==> src/rtl/operational_unit.sv <==
// ============================================================================
// Module   : operational_unit
// Purpose  : Four-register datapath with 8-function ALU and carry/zero flags,
//            driven by a 17-bit microinstruction word.
// Revision : 1.0  initial release
// ============================================================================
`default_nettype none

module operational_unit #(
    parameter int WIDTH = 8
) (
    input  logic             clock,
    input  logic             reset,
    input  logic [16:0]      control_bus,
    input  logic [WIDTH-1:0] data_in,
    output logic             carry_flag,
    output logic             zero_flag,
    output logic [WIDTH-1:0] data_out
);

    localparam logic [2:0] c_OP_PASS = 3'b000;
    localparam logic [2:0] c_OP_ADD  = 3'b001;
    localparam logic [2:0] c_OP_SUB  = 3'b010;
    localparam logic [2:0] c_OP_AND  = 3'b011;
    localparam logic [2:0] c_OP_OR   = 3'b100;
    localparam logic [2:0] c_OP_XOR  = 3'b101;
    localparam logic [2:0] c_OP_SHL  = 3'b110;
    localparam logic [2:0] c_OP_SHR  = 3'b111;

    logic             w_flag_we;
    logic             w_reg_we;
    logic [2:0]       w_alu_op;
    logic [1:0]       w_dst;
    logic [1:0]       w_src_a;
    logic [1:0]       w_src_b;
    logic             w_imm_sel;
    logic             w_in_sel;
    logic [3:0]       w_imm4;

    logic [WIDTH-1:0] r_regs [4];
    logic             r_carry;
    logic             r_zero;

    logic [WIDTH-1:0] w_a;
    logic [WIDTH-1:0] w_b;
    logic [WIDTH-1:0] w_result;
    logic             w_carry;
    logic             w_zero;
    logic [WIDTH:0]   w_wide;

    assign w_flag_we = control_bus[16];
    assign w_reg_we  = control_bus[15];
    assign w_alu_op  = control_bus[14:12];
    assign w_dst     = control_bus[11:10];
    assign w_src_a   = control_bus[9:8];
    assign w_src_b   = control_bus[7:6];
    assign w_imm_sel = control_bus[5];
    assign w_in_sel  = control_bus[4];
    assign w_imm4    = control_bus[3:0];

    // Immediate outranks the external input when both selects are set.
    assign w_a = r_regs[w_src_a];
    assign w_b = w_imm_sel ? WIDTH'(w_imm4) :
                 w_in_sel  ? data_in        : r_regs[w_src_b];

    always_comb begin
        w_result = '0;
        w_carry  = 1'b0;
        w_wide   = '0;
        case (w_alu_op)
            c_OP_PASS: w_result = w_b;
            c_OP_ADD: begin
                w_wide   = {1'b0, w_a} + {1'b0, w_b};
                w_result = w_wide[WIDTH-1:0];
                w_carry  = w_wide[WIDTH];
            end
            c_OP_SUB: begin
                // Extended subtraction leaves the borrow in the top bit.
                w_wide   = {1'b0, w_a} - {1'b0, w_b};
                w_result = w_wide[WIDTH-1:0];
                w_carry  = w_wide[WIDTH];
            end
            c_OP_AND: w_result = w_a & w_b;
            c_OP_OR:  w_result = w_a | w_b;
            c_OP_XOR: w_result = w_a ^ w_b;
            c_OP_SHL: begin
                w_result = {w_a[WIDTH-2:0], 1'b0};
                w_carry  = w_a[WIDTH-1];
            end
            c_OP_SHR: begin
                w_result = {1'b0, w_a[WIDTH-1:1]};
                w_carry  = w_a[0];
            end
            default: begin
                w_result = '0;
                w_carry  = 1'b0;
            end
        endcase
    end

    assign w_zero = (w_result == '0);

    always_ff @(posedge clock or posedge reset) begin
        if (reset) begin
            for (int i = 0; i < 4; i++) begin
                r_regs[i] <= '0;
            end
            r_carry <= 1'b0;
            r_zero  <= 1'b0;
        end else begin
            if (w_reg_we) begin
                r_regs[w_dst] <= w_result;
            end
            if (w_flag_we) begin
                r_carry <= w_carry;
                r_zero  <= w_zero;
            end
        end
    end

    assign carry_flag = r_carry;
    assign zero_flag  = r_zero;
    assign data_out   = r_regs[0];

endmodule

`default_nettype wire

==> config.mk <==
export PLATFORM = sky130hd
export DESIGN_NAME = operational_unit
export DESIGN_NICKNAME = d
export VERILOG_FILES = /design/src/rtl/operational_unit.sv
export SDC_FILE = /design/constraint.sdc
export NUM_CORES = 1
export LEC_CHECK = 0
export CORE_MARGIN = 5
export CORE_UTILIZATION = 52
export DETAILED_ROUTE_END_ITERATION = 6
export PLACE_DENSITY = 0.78
export SYNTH_ARGS = -nofsm -noshare
export SYNTH_HDL_FRONTEND = slang
export SYNTH_SLANG_ARGS = --single-unit
==> constraint.sdc <==
create_clock -name clock -period 3.3 [get_ports clock]
set_input_delay 0.825 -clock clock [delete_from_list [all_inputs] [get_ports clock]]
set_output_delay 0.825 -clock clock [all_outputs]
set_load 0.03 [all_outputs]
==> results of run 1 <==
## cell usage in the layout, fill, tap and decap left out, types with 7 or more instances in the layout
master and count:
o21ai_0 24, nor2_1 13, ha_1 13, buf_6 7, inv_1 17, clkbuf_8 8, dfrtp_1 34, ha_4 8
mux4_2 20, buf_4 81, inv_2 9, a21oi_1 13, mux2i_1 7, o21ai_1 8, clkdlybuf4s50_1 30, nand2_1 49
## Yosys cell counts (2+ instances only)
| cell | number | area (um^2) |
|---|---|---|
| nand2_1 | 52 | 195 |
| dfrtp_1 | 34 | 851 |
| o21ai_0 | 33 | 165 |
| inv_1 | 27 | 101 |
| ha_1 | 24 | 300 |
| mux4_2 | 20 | 450 |
| a21oi_1 | 18 | 90.1 |
| nor2_1 | 13 | 48.8 |
| clkbuf_1 | 10 | 37.5 |
| mux2i_1 | 10 | 100 |
| buf_4 | 9 | 67.6 |
| o22ai_1 | 8 | 50.1 |
| o31ai_1 | 6 | 45.0 |
| a31oi_1 | 5 | 31.3 |
| buf_1 | 5 | 18.8 |
| mux2_2 | 5 | 56.3 |
| nand2b_1 | 5 | 31.3 |
| nor2b_1 | 4 | 25.0 |
| o21ai_1 | 4 | 20.0 |
| or3_1 | 4 | 25.0 |
| a21o_1 | 3 | 22.5 |
| buf_2 | 3 | 15.0 |
| nand3_1 | 3 | 15.0 |
| nor3_1 | 3 | 15.0 |
| o211ai_1 | 3 | 22.5 |
| o21a_1 | 3 | 22.5 |
| o221ai_1 | 3 | 26.3 |
| or2_2 | 3 | 18.8 |
| a211oi_1 | 2 | 15.0 |
| and2_1 | 2 | 12.5 |
| and3_1 | 2 | 12.5 |
| fa_1 | 2 | 40.0 |
| nand3b_1 | 2 | 15.0 |
| o211ai_2 | 2 | 25.0 |
| o21bai_1 | 2 | 15.0 |
| o22a_1 | 2 | 17.5 |
| or3b_2 | 2 | 17.5 |
| or4_1 | 2 | 15.0 |
## logic make-up after synthesis
group                      count (synthesis)  synth area share, %
and+or+nand+nor                          104                 15.7
muxes                                     35                 18.5
adders and majority gates                 26                 10.4
buffers and inverters                     55                 7.67
xor gates and xnor gates                   1                0.267
DFF                                       34                 25.9
AOI/OAI and AO/OA                        108                 21.5
## where the power goes
part	internal (mW)	total [mW]	switching [mW]
combinational	1.02	2.00	0.972
clock	0.211	0.355	0.144
sequential	0.548	0.701	0.154
total	1.78	3.05	1.27
## layout make-up
type	count	share of cell area, %
timing repair buffer	127	22.8
multi-input combinational	274	53.2
inverter	27	2.15
clock buffer	8	2.28
sequential	34	17.6
tap	77	2.00
## metrics by stage
stage	setup TNS (ps)	worst slack [ps]	utilization (%)	cells
floorplan	-1310	-190	-	363
global placement	-22010	-804	66.9	514
detailed placement	-24870	-921	66.9	514
CTS	-317	-117	72.5	536
global route	-815	-126	77.3	547
finish	-67.1	-61.4	77.3	547
## critical path: stages
cell	delay [ps]
buf_12	110
mux4_2	500
mux2_4	290
nand2_4	70
inv_4	40
ha_4	150
and3_4	140
o21a_1	190
or4_4	530
a221o_1	310
o211ai_4	140
o211ai_2	140
o21ai_2	120
## sequential cells by signal, indices dropped and copies added (netlist names)
| name | flops |
|---|---|
| carry_flag | 1 |
| r_regs | 24 |
| data_out | 8 |
| zero_flag | 1 |
## routing by layer
metal / global-route usage [%] / up-vias / share of wire, %
met5: 0 / - / 0
met4: 8.53 / 0 / 2.8
met3: 3.23 / 32 / 8.1
met2: 46.9 / 193 / 51
met1: 36.3 / 1625 / 38
li1: - / 1534 / -
## final timing paths
path / from / slack, ps / depth (start not counted) / end
worst min register to register: r_regs[8] / 520 / 2 / r_regs[8]
worst max register to register: r_regs[2] / 190 / 12 / zero_flag
max in group asynchronous: reset / 2080 / 3 / r_regs[4]
min in group asynchronous: reset / 930 / 3 / r_regs[16]
worst min-delay path: r_regs[8] / 520 / 2 / r_regs[8]
worst max-delay path: control_bus[6] / -60 / 13 / zero_flag
## timing repair
item / 4_1_cts / 5_1_grt
endpoints found under the setup margin: 34 / 30
buffers inserted: 15 / 13
gates resized for setup: 41 / 64
pin swaps: 17 / 32
==> results_dict.tcl, run 1 <==
set metrics [dict create \
    cts_buffers 5 \
    gp_congestion 0.966 \
    synth.avg_cell_area_um2 9.04 \
    slew_violations 0 \
    grt_pass1_vias 3322 \
    die_w_um 89.4 \
    yosys_most_used_dff "dfrtp_1" \
    grt.overflow.total 0 \
    htreeDepth 2 \
    drt_iter0_markers 343 \
    drc_errors 0 \
    yosysWarnings 0 \
    path_clk_slew_ps 70 \
    ff_latch_area_um2 851 \
    fin_hold_ws_ps 524 \
    drv_cap 0 \
    grt_antenna_before_repair 0 \
    relSlewSlack_pct 53.8 \
    syn_inst 363 \
    critPathLaunchType "input port" \
    ys_ff_latch 34 \
    ant_nets 0 \
    nets 522 \
    wl_per_cell_um 20.2 \
    grt_use_total_pct 27.4 \
    synthesis.nets 416 \
    cts_buffer_depth 2 \
    portBuffers 36 \
    hp-class "flop to flop" \
    synth_area_um2 3280 \
    wirelength_mm 11.1 \
    final_hold_viol_count 0 \
    placed_area_um2 4170 \
    final_design_area_no_fill_um2 4830 \
    endpoint_kind "flop" \
    die_height_um 89.4 \
    cp_max_fo 8 \
    vias_per_cell 6.19 \
    num_vias 3384 \
    yosysSeqAreaShare_pct 25.9 \
    hold_buffers 0 \
    ioPinCount 37 \
    critical_path_arrival_ps 3580 \
    row_count 29 \
    cellLeakagePower_nw 2.12 \
    multi_input_area_um2 2570 \
    yosysUniqueCellTypes 61 \
    outcome "complete, but fails checks" \
    fmax_mhz 297 \
    clkLatencyLatePin_ps 280 \
    rsz0062_at_grt "yes" \
    power_mw 3.05 \
    violations "setup timing" \
    n_antenna_cell 0 \
    place_hpwl_mm 7.76 \
    grt_max_degree 35 \
    path_class "input port to flop" \
    grt_pass1_wl_mm 16.7 \
    synth_edf_count 0 \
    first_pass_iters 5 \
    finClkSkew_ps 7.30 \
    finalSetupViolCount 2 \
    setup_slack_ps -61.4 \
    start_util_pct 52.6 \
    async_flop_share_pct 100 \
    period_minus_slack_ps 3360 \
    drive_gt1_share_pct 43.0 \
    fin_crit_sh_pct 102 \
    p_per_area_nw_per_um2 632 \
    root_buffer "clkbuf_8" \
    worst_pin_slew_ps 691 \
    die_area_um2 8000 \
    vdd_drop_max_mv 0.667 \
    cts_sinks 34 \
    cts_tree "done" \
    fill_cells 394 \
    area_growth_pct 47.1 \
    core_area_um2 6240 \
    cp.required_ps 3520 \
]
No activity file was read; power rests on OpenSTA's default activity.
==> run 2, diff against run 1 <==
CAP_MARGIN = 10   (was unset)
==> results of run 2 <==
Final layout, timing and power as in run 1 (identical DEF).
==> patch: new RTL, config.mk and constraints of run 2 <==
Set the parameter `WIDTH` to 7 (it was 8).
--- a/src/rtl/operational_unit.sv
+++ b/src/rtl/operational_unit.sv
@@ -9,3 +9,3 @@
 module operational_unit #(
-    parameter int WIDTH = 8
+    parameter int WIDTH = 7
 ) (
Interface: changed (resized data_in and data_out); port bits go from 37 to 35. The function was not compared with the original's and may differ.
==> patch against run 2 <==
  * Via count decreased by 11%
  * Sequential share of layout area shrank 0.23 points
  * Final area shrank 11%
  * Sequential cell count decreased by 4
  * Total power is 6.7% lower
  * The flow still finishes with violations (setup timing)
  * Area after synthesis down 8.5%
  * Setup slack lost 340 ps
  * Routed wire length fell by 17%
  * Highest routed layer unchanged
==> patch: results (changes against run 2) <==
{| class="wikitable"
! Metric !! Value
|-
| Status || finished, violations left
|-
| Violated checks || setup timing
|-
| Routed vias/inst || 6.154 (-0.52%)
|-
| Worst-case register-to-register setup slack || -150 ps (-340 ps)
|-
| Vias post-DR || 2997 (-11%)
|-
| Seq/Total Area, Yosys || 0.2501 (-0.009240)
|-
| Final net count || 464 (-11%)
|-
| Count of fill cells added during filler insertion || 370 (-6.1%)
|-
| Post-layout worst setup margin || -398.1 ps (-336.7 ps)
|-
| Worst hold margin || 521.4 ps (-2.424 ps)
|-
| Number of instances in the placed design || 467 (-9.1%)
|-
| Met2 Resource Use GR || 0.4527 (-0.01616)
|-
| Wl on met1 || 3.592 mm (-16%)
|-
| Maximum net fanout on the critical path || 2 (-6)
|-
| Met3 Use GR || 0.03554 (+0.003285)
|-
| Static leakage power || 1.932 nW (-8.8%)
|-
| Cell types occupying the most area after synthesis || dfrtp_1 25%, mux4_2 17%, ha_1 9.2%
|-
| Compound-cell area share of the yosys netlist || 0.2009 (-0.01457)
|-
| Number of distinct library cell variants in the gate-level netlist after synthesis || 56 (-8.2%)
|-
| Routability-driven placement congestion ratio || 0.9525 (-1.4%)
|-
| Setup TNS Final || -2749 ps (-2682 ps)
|-
| Average wire length per cell after detail routing || 18.96 µm (-6.3%)
|-
| Relative slew margins || 0.5868 (+0.04921)
|-
| Final setup skew || 6.476 ps (-0.8254 ps)
|-
| Post-Synth XOR/XNOR Area || 0.008754 (+0.006084)
|-
| Post-DP HPWL || 6.880 mm (-11%)
|-
| Metal3 WL || 463 µm (-48%)
|-
| Synth Net Count || 372 (-11%)
|-
| GR met1 Demand/Resource || 0.2985 (-0.06468)
|-
| Maximum vdd drop || 0.5971 mV (-10%)
|-
| Global-route wire length before repair || 14.66 mm (-12%)
|-
| Count of endpoints failing setup in the final report || 16 (+14)
|-
| Commonest cells in the synthesized netlist || 35 x o21ai_0, 32 x nand2_1, 30 x dfrtp_1, 22 x ha_1, 22 x mux4_2
|-
| Mapped Avg Cell Area || 9.322 µm² (+3.1%)
|-
| Fraction of final layout cells sized beyond drive strength 1 || 0.4217 (-0.008100)
|-
| Starting DRT DRC Count || 237 (-31%)
|}
patch: critical path, stage by stage:
cell and delay [ps]:
buf_6 70, mux4_2 480, nor2b_4 140, a211oi_2 170, or2_4 170, inv_4 50
ha_4 150, inv_2 50, fa_2 210, nor2b_4 180, o31ai_4 80, a221o_1 310
a211oi_2 270, or3b_4 420, o21ai_2 150, a41o_1 170
patch: kinds of logic after synthesis:
| group | Yosys count |
|---|---|
| compound gates | 95 |
| simple gates | 80 |
| buf+inv | 51 |
| mux | 39 |
| flops | 30 |
| fa+ha+maj | 24 |
| xor+xnor | 3 |
patch: area by class of cell:
cell class,instances,area [µm²],share of cell area
clock buffers,7,86.33,0.02000
repair buffers,114,968.4,0.2243
inverters,22,87.58,0.02029
clock inverters,1,5.005,0.001159
flip-flops and latches,30,750.7,0.1739
well taps,72,90.09,0.02087
multi-input cells,241,2328,0.5394
patch: worst paths after layout:
check	from	to	cells past startpoint
setup / recovery	control_bus[6]	zero_flag	16
hold / removal	r_regs[6]	r_regs[6]	2
hold reg to reg	r_regs[6]	r_regs[6]	2
min in group asynchronous	reset	r_regs[8]	3
setup reg to reg	r_regs[7]	zero_flag	15
max in group asynchronous	reset	data_out[4]	3
patch: through the flow:
step	worst slack (ps)	util
2_1_floorplan	-501.3	-
3_3_place_gp	-1026	0.7003
3_5_place_dp	-1089	0.7003
4_1_cts	-432.5	0.7508
5_1_grt	-512.6	0.7744
6_report	-398.1	0.7744
patch: power breakdown:
| part | switching, mW | internal, mW | leakage, nW |
|---|---|---|---|
| Clock | 0.127 | 0.168 | 0.0482 |
| Sequential | 0.126 | 0.490 | 0.383 |
| Combinational | 0.922 | 1.02 | 1.50 |
patch: what timing repair did:
item / in CTS / in global routing
resized for setup: 48 / 29
pin swaps: 25 / 25
buffers inserted: 8 / 8
setup endpoints to repair: 30 / 28
